--- src/rtl/alu_ctrl_fsm_pkg.sv ---
// Shared definitions for the multi-cycle ALU control sequencer: opcodes, instruction
// field positions, FSM state encoding and small helpers.
package alu_ctrl_fsm_pkg;

  localparam int unsigned InstrW = 16;
  localparam int unsigned FieldW = 4;

  localparam int unsigned OpcodeLsb = 12;
  localparam int unsigned RdLsb     = 8;
  localparam int unsigned RsLsb     = 4;
  localparam int unsigned RtLsb     = 0;
  // jmp targets come from the low 12 instruction bits
  localparam int unsigned JmpW      = 12;

  localparam logic [3:0] OP_NOP  = 4'b0000;
  localparam logic [3:0] OP_HALT = 4'b0001;
  localparam logic [3:0] OP_ADD  = 4'b0010;
  localparam logic [3:0] OP_SUB  = 4'b0011;
  localparam logic [3:0] OP_LW   = 4'b0100;
  localparam logic [3:0] OP_SW   = 4'b0101;
  localparam logic [3:0] OP_ADDI = 4'b1010;
  localparam logic [3:0] OP_SUBI = 4'b1011;
  localparam logic [3:0] OP_BZ   = 4'b1100;
  localparam logic [3:0] OP_JMP  = 4'b1111;

  typedef enum logic [2:0] {
    StIdle,
    StFetch,
    StDecode,
    StExec,
    StAwait,
    StWb,
    StMem,
    StHalt
  } state_e;

  function automatic logic [InstrW-1:0] sext_imm4(input logic [FieldW-1:0] imm);
    return {{(InstrW - FieldW){imm[FieldW-1]}}, imm};
  endfunction

endpackage

--- src/rtl/alu_ctrl_fsm_instr_decode.sv ---
// Combinational opcode classifier feeding the sequencer's DECODE/EXEC/AWAIT decisions.
module alu_ctrl_fsm_instr_decode
  import alu_ctrl_fsm_pkg::*;
(
  input  logic [3:0] opcode_i,
  output logic       is_arith_o,
  output logic       uses_imm_o,
  output logic       is_mem_o,
  output logic       is_branch_o,
  output logic       is_illegal_o
);

  always_comb begin
    is_arith_o   = 1'b0;
    uses_imm_o   = 1'b0;
    is_mem_o     = 1'b0;
    is_branch_o  = 1'b0;
    is_illegal_o = 1'b0;
    unique case (opcode_i)
      OP_NOP, OP_HALT: ;
      OP_ADD, OP_SUB:  is_arith_o = 1'b1;
      OP_ADDI, OP_SUBI: begin
        is_arith_o = 1'b1;
        uses_imm_o = 1'b1;
      end
      OP_LW, OP_SW: begin
        is_mem_o   = 1'b1;
        uses_imm_o = 1'b1;
      end
      OP_BZ, OP_JMP:   is_branch_o = 1'b1;
      default:         is_illegal_o = 1'b1;
    endcase
  end

endmodule

--- src/rtl/alu_ctrl_fsm.sv ---
// Multi-cycle fetch/decode/execute sequencer around a registered ALU with one cycle of
// latency; owns the pc, instruction register, captured zero flag and halt/illegal status.
module alu_ctrl_fsm
  import alu_ctrl_fsm_pkg::*;
#(
  parameter int unsigned PC_W     = 8,
  parameter int unsigned RESET_PC = 0
) (
  input  logic            clk,
  input  logic            rst_n,
  input  logic            start,
  output logic            imem_req,
  output logic [PC_W-1:0] imem_addr,
  input  logic            imem_ready,
  input  logic [15:0]     imem_rdata,
  output logic [3:0]      alu_opcode,
  output logic            alu_src_imm,
  output logic [15:0]     imm_out,
  input  logic            alu_zero,
  output logic [3:0]      rf_raddr_a,
  output logic [3:0]      rf_raddr_b,
  output logic [3:0]      rf_waddr,
  output logic            rf_we,
  output logic            rf_wsel_mem,
  output logic            dmem_req,
  output logic            dmem_we,
  input  logic            dmem_ready,
  output logic            zero_flag,
  output logic            halted,
  output logic            illegal
);

  state_e            state_q, state_d;
  logic [PC_W-1:0]   pc_q, pc_d;
  logic [InstrW-1:0] ir_q, ir_d;
  logic              zero_q, zero_d;
  logic              illegal_q, illegal_d;

  logic [3:0] op;
  logic       dec_arith, dec_imm, dec_mem, dec_branch, dec_illegal;
  logic       op_is_sub;

  assign op        = ir_q[OpcodeLsb +: FieldW];
  assign op_is_sub = (op == OP_SUB) || (op == OP_SUBI);

  alu_ctrl_fsm_instr_decode u_instr_decode (
    .opcode_i     (op),
    .is_arith_o   (dec_arith),
    .uses_imm_o   (dec_imm),
    .is_mem_o     (dec_mem),
    .is_branch_o  (dec_branch),
    .is_illegal_o (dec_illegal)
  );

  always_ff @(posedge clk) begin
    if (!rst_n) begin
      state_q   <= StIdle;
      pc_q      <= PC_W'(RESET_PC);
      ir_q      <= '0;
      zero_q    <= 1'b0;
      illegal_q <= 1'b0;
    end else begin
      state_q   <= state_d;
      pc_q      <= pc_d;
      ir_q      <= ir_d;
      zero_q    <= zero_d;
      illegal_q <= illegal_d;
    end
  end

  always_comb begin
    state_d     = state_q;
    pc_d        = pc_q;
    ir_d        = ir_q;
    zero_d      = zero_q;
    illegal_d   = illegal_q;
    imem_req    = 1'b0;
    alu_opcode  = OP_NOP;
    alu_src_imm = 1'b0;
    rf_we       = 1'b0;
    rf_wsel_mem = 1'b0;
    dmem_req    = 1'b0;
    dmem_we     = 1'b0;

    unique case (state_q)
      StIdle: begin
        if (start) state_d = StFetch;
      end
      StFetch: begin
        imem_req = 1'b1;
        if (imem_ready) begin
          ir_d    = imem_rdata;
          pc_d    = pc_q + PC_W'(1);
          state_d = StDecode;
        end
      end
      StDecode: begin
        if (dec_illegal) begin
          illegal_d = 1'b1;
          state_d   = StHalt;
        end else if (op == OP_HALT) begin
          state_d = StHalt;
        end else if (op == OP_NOP) begin
          state_d = StFetch;
        end else if (dec_branch) begin
          // pc already points past the branch, so the bz offset is relative to pc + 1
          if (op == OP_JMP) begin
            pc_d = PC_W'(ir_q[JmpW-1:0]);
          end else if (zero_q) begin
            pc_d = pc_q + PC_W'($signed(sext_imm4(ir_q[RtLsb +: FieldW])));
          end
          state_d = StFetch;
        end else begin
          state_d = StExec;
        end
      end
      StExec: begin
        alu_opcode  = dec_mem ? OP_ADDI : op;
        alu_src_imm = dec_imm;
        state_d     = StAwait;
      end
      StAwait: begin
        // alu_zero is only meaningful in the cycle right after EXEC
        if (op_is_sub) zero_d = alu_zero;
        state_d = dec_mem ? StMem : StWb;
      end
      StWb: begin
        rf_we   = dec_arith;
        state_d = StFetch;
      end
      StMem: begin
        dmem_req    = 1'b1;
        dmem_we     = (op == OP_SW);
        rf_wsel_mem = (op == OP_LW);
        if (dmem_ready) begin
          rf_we   = (op == OP_LW);
          state_d = StFetch;
        end
      end
      StHalt: ;
      default: state_d = StIdle;
    endcase
  end

  assign imem_addr  = pc_q;
  assign imm_out    = sext_imm4(ir_q[RtLsb +: FieldW]);
  assign rf_raddr_a = ir_q[RsLsb +: FieldW];
  assign rf_raddr_b = ir_q[RtLsb +: FieldW];
  assign rf_waddr   = ir_q[RdLsb +: FieldW];
  assign zero_flag  = zero_q;
  assign halted     = (state_q == StHalt);
  assign illegal    = illegal_q;

endmodule
--- config.mk ---
export PLATFORM = sky130hd
export DESIGN_NAME = alu_ctrl_fsm
export DESIGN_NICKNAME = d
export VERILOG_FILES = /design/src/rtl/alu_ctrl_fsm_pkg.sv /design/src/rtl/alu_ctrl_fsm_instr_decode.sv /design/src/rtl/alu_ctrl_fsm.sv
export SDC_FILE = /design/constraint.sdc
export NUM_CORES = 1
export LEC_CHECK = 0
export BUFFER_PORTS_ARGS = -buffer_cell sky130_fd_sc_hd__buf_2
export CORE_MARGIN = 5
export CORE_UTILIZATION = 40
export DETAILED_ROUTE_END_ITERATION = 6
export PLACE_DENSITY = 0.66
export SYNTH_ARGS = -nofsm -noshare
export SYNTH_HDL_FRONTEND = slang
export SYNTH_HIERARCHICAL = 1
export SYNTH_SLANG_ARGS = --single-unit
--- constraint.sdc ---
create_clock -name clk -period 6.5 [get_ports clk]
set_input_delay 0.65 -clock clk [delete_from_list [all_inputs] [get_ports clk]]
set_output_delay 0.65 -clock clk [all_outputs]
set_load 0.1 [all_outputs]
==> impl_results.md <==
- Hold Buf Count CTS: 0
- Min Tclk post-route: 2720 ps
- Reg area: 581 um2
- Hold Fails Final Rpt: 0
- Synth Flop Type: dfxtp_1
- Worst reg2reg setup slack: 4160 ps
- Fin. max-slew vios: 0
- Setup TNS after final layout: 0 ps
- Dpl cell area: 2340 um2
- Cell variety after synth: 49
- Die ar.: 6970 um2
- Complex-gate fraction of the synthesized area: 0.242
- Post-synthesis mux area share: 0.00926
- Total power draw: 517 uW
- Max H-tree Level: 2
- Area of the multi-input gates: 1290 um2
- Total leakage power: 1.11 nW
- Unrepaired setup endpoints after global routing: no
- Clock Tree Root: clkbuf_8
- Synthesized flop and latch total: 29
- Worst Hold Launch: ir_q[8]
- Routed len/inst: 14.2 um
- Nets: 355
- GR Util All Layers: 0.158
- Largest net degree at the start of global routing: 26
- Synth Area in XOR/XNOR: 0.0243
- Layout cells sized above 1: 0.280
- Clk slew on worst S/H paths: 70 ps
- # port buffers: 70
- Post-synthesis adder-cell area fraction: 0.0556
- TritonCTS clock tree: done
- Non-filler cells, final: 395
- CP Data Arrival Time: 2070 ps
- # fillers: 523
- Initial Util: 0.418
- Residual DRC: 0
- CORE AREA: 5170 um2
- Post-synth net total: 316
- Mapped Area: 2160 um2
- Status: completed
- Simple-Gate Fraction of Synth Area: 0.266
- Synth area leader: dfxtp_1
- Final period util: 0.419
- Ys async rst share: 0
- Worst IR Drop VDD: 0.134 mV
- Hold Path Sink: ir_q[8]
- EDFF count, synth: 0
- Syn Inst Count: 285
- Worst slack, placed: 4120 ps
- Hold slack: 458 ps
- F_max: 367 MHz
- 1st-iter DRT viols: 179
- Sequential area share after synthesis: 0.269
- Ports: 71
- First-pass GRT wire length: 9160 um
- Worst Path Required: 5850 ps
- DP Wirelength: 4050 um
- Routed wire length: 5590 um
- Worst slew pin tran: 898 ps
- Max Cap Viol: 0
- PD cells: 212 nW/um2
- Clock Skews: 6.42 ps
- Post-Syn Area per Cell: 7.58 um2
- Worst slew margin: 0.400
- Synth top area share: 0.269
- Worst hold stages: 2
- Gr ovfl total: 0
- Postcts setup bufs: 0
- Final ANT Viol Nets: 0
- Critical path peak fanout: 13
- # clock sinks: 29
- CP endpoint kind: output pin
- Drt pass-1 iters: 4
- GP Congestion: 0.863
- # rows: 26
- Max Root-Sink Buffers: 2
- Vias: 2105
- Largest family of logic cells by synthesized area: simple AND/OR/NAND/NOR gates
- Initial antenna violation count: 0
- Crit-path cells: nor2b_1, and2_1, nand3_1, o31ai_1, buf_2
- CTS buffer count: 5
- Post_cts resized: 0
- ANT cells: 0
- Worst Hold Class: reg2reg
- Die height: 83.5 um
- WS Path Type: reg2out
- Worst path max stage delay: 550 ps
- Worst-Skew Late Latency: 290 ps
- Finished Cell Area: 2430 um2
- Die width: 83.5 um
- Critical R2R Launch: ir_q[13]
- Top cells by area, synth: dfxtp_1, buf_4, a21oi_1
- Fin util: 0.470
- Final setup viols: 0
- Crit Reg-Reg Endpoint: imem_addr[3]
- Post-DR vias/cell: 5.33
- Slowest CP cell: dfxtp_1
- Critical Path Start Type: flip-flop
- Yosys warning count: 6
- Number of cells on the worst reg-to-reg path: 5
- Post-route worst setup slack: 3780 ps
- Placed Cells: 387
- Vias in the first global route: 1887
- Area Growth Syn to Fin: 12.6%
==> worst max-delay path: cells and delay by family (launching register included) <==
family,cells,cell delay (ps)
compound gates,1,210
buf+inv,1,460
flops,1,550
simple gates,3,560
==> sequential cells by signal, summed over array words and instances (netlist names) <==
name and cells:
imem_addr 8, illegal 1, zero_flag 1, state_q 3, ir_q 16
==> cell type report <==
cell class | instances | area share
multi-input combinational | 209 | 0.530
sequential | 29 | 0.239
timing repair buffer | 70 | 0.144
tap | 70 | 0.0360
clock buffer | 5 | 0.0283
inverter | 9 | 0.0139
clock inverter | 3 | 0.00925
==> how the worst max path moves through the flow <==
stage / from / to / slack (ps) / cells after the start
CTS: state_q[1] / rf_we / 3790 / 5
floorplan: state_q[0] / rf_we / 1950 / 5
detailed placement: state_q[1] / rf_we / 4120 / 5
global placement: state_q[1] / rf_we / 4170 / 5
global route: state_q[1] / rf_we / 3600 / 5
finish: state_q[1] / rf_we / 3780 / 5
==> report_power, final <==
part           internal [mW]  total (mW)  leakage, nW  switching, mW
clock network         0.0750       0.155       0.0364         0.0803
logic                 0.0345       0.160        0.835          0.126
registers              0.186       0.201        0.236         0.0152
total                  0.296       0.517         1.11          0.221
==> logic make-up after synthesis <==
logic type	Yosys count
AND/OR/NAND/NOR	115
AO/OA/AOI/OAI	77
multiplexers	2
XOR/XNOR	6
buffers and inverters	47
adder cells (fa/ha/maj)	9
flip-flops	29
==> metal layers <==
metal / global-route usage / wire, um / part of all wire
met1: 0.202 / 2670 / 0.48
met2: 0.251 / 2460 / 0.44
met3: 0.0464 / 382 / 0.068
met4: 0.0614 / 77 / 0.014
met5: 0 / 0 / 0
==> Yosys cell counts (all sizes together) (5+ instances only) <==
| cell type | number |
|---|---|
| ha | 8 |
| nor3 | 5 |
| and3 | 6 |
| clkbuf | 7 |
| nor3b | 5 |
| dfxtp | 29 |
| o21ai | 13 |
| nor2b | 6 |
| nand2 | 45 |
| nand3 | 8 |
| a21oi | 38 |
| a211oi | 8 |
| buf | 31 |
| nor2 | 26 |
| inv | 9 |
==> cell usage in the layout, fill, tap and decap left out, drive strengths merged, types with 3 or more instances in the layout <==
master / instances
clkinvlp: 3
nand2: 45
clkbuf: 5
inv: 9
nor3b: 5
dfxtp: 29
o21ai: 13
nand2b: 3
nand4: 3
a21oi: 38
buf: 70
xor2: 3
nor2: 26
nor3: 5
ha: 8
nor2b: 6
and3: 6
nand3: 8
xnor2: 3
a211oi: 8
o31ai: 3
No activity file was read; power rests on OpenSTA's default activity.
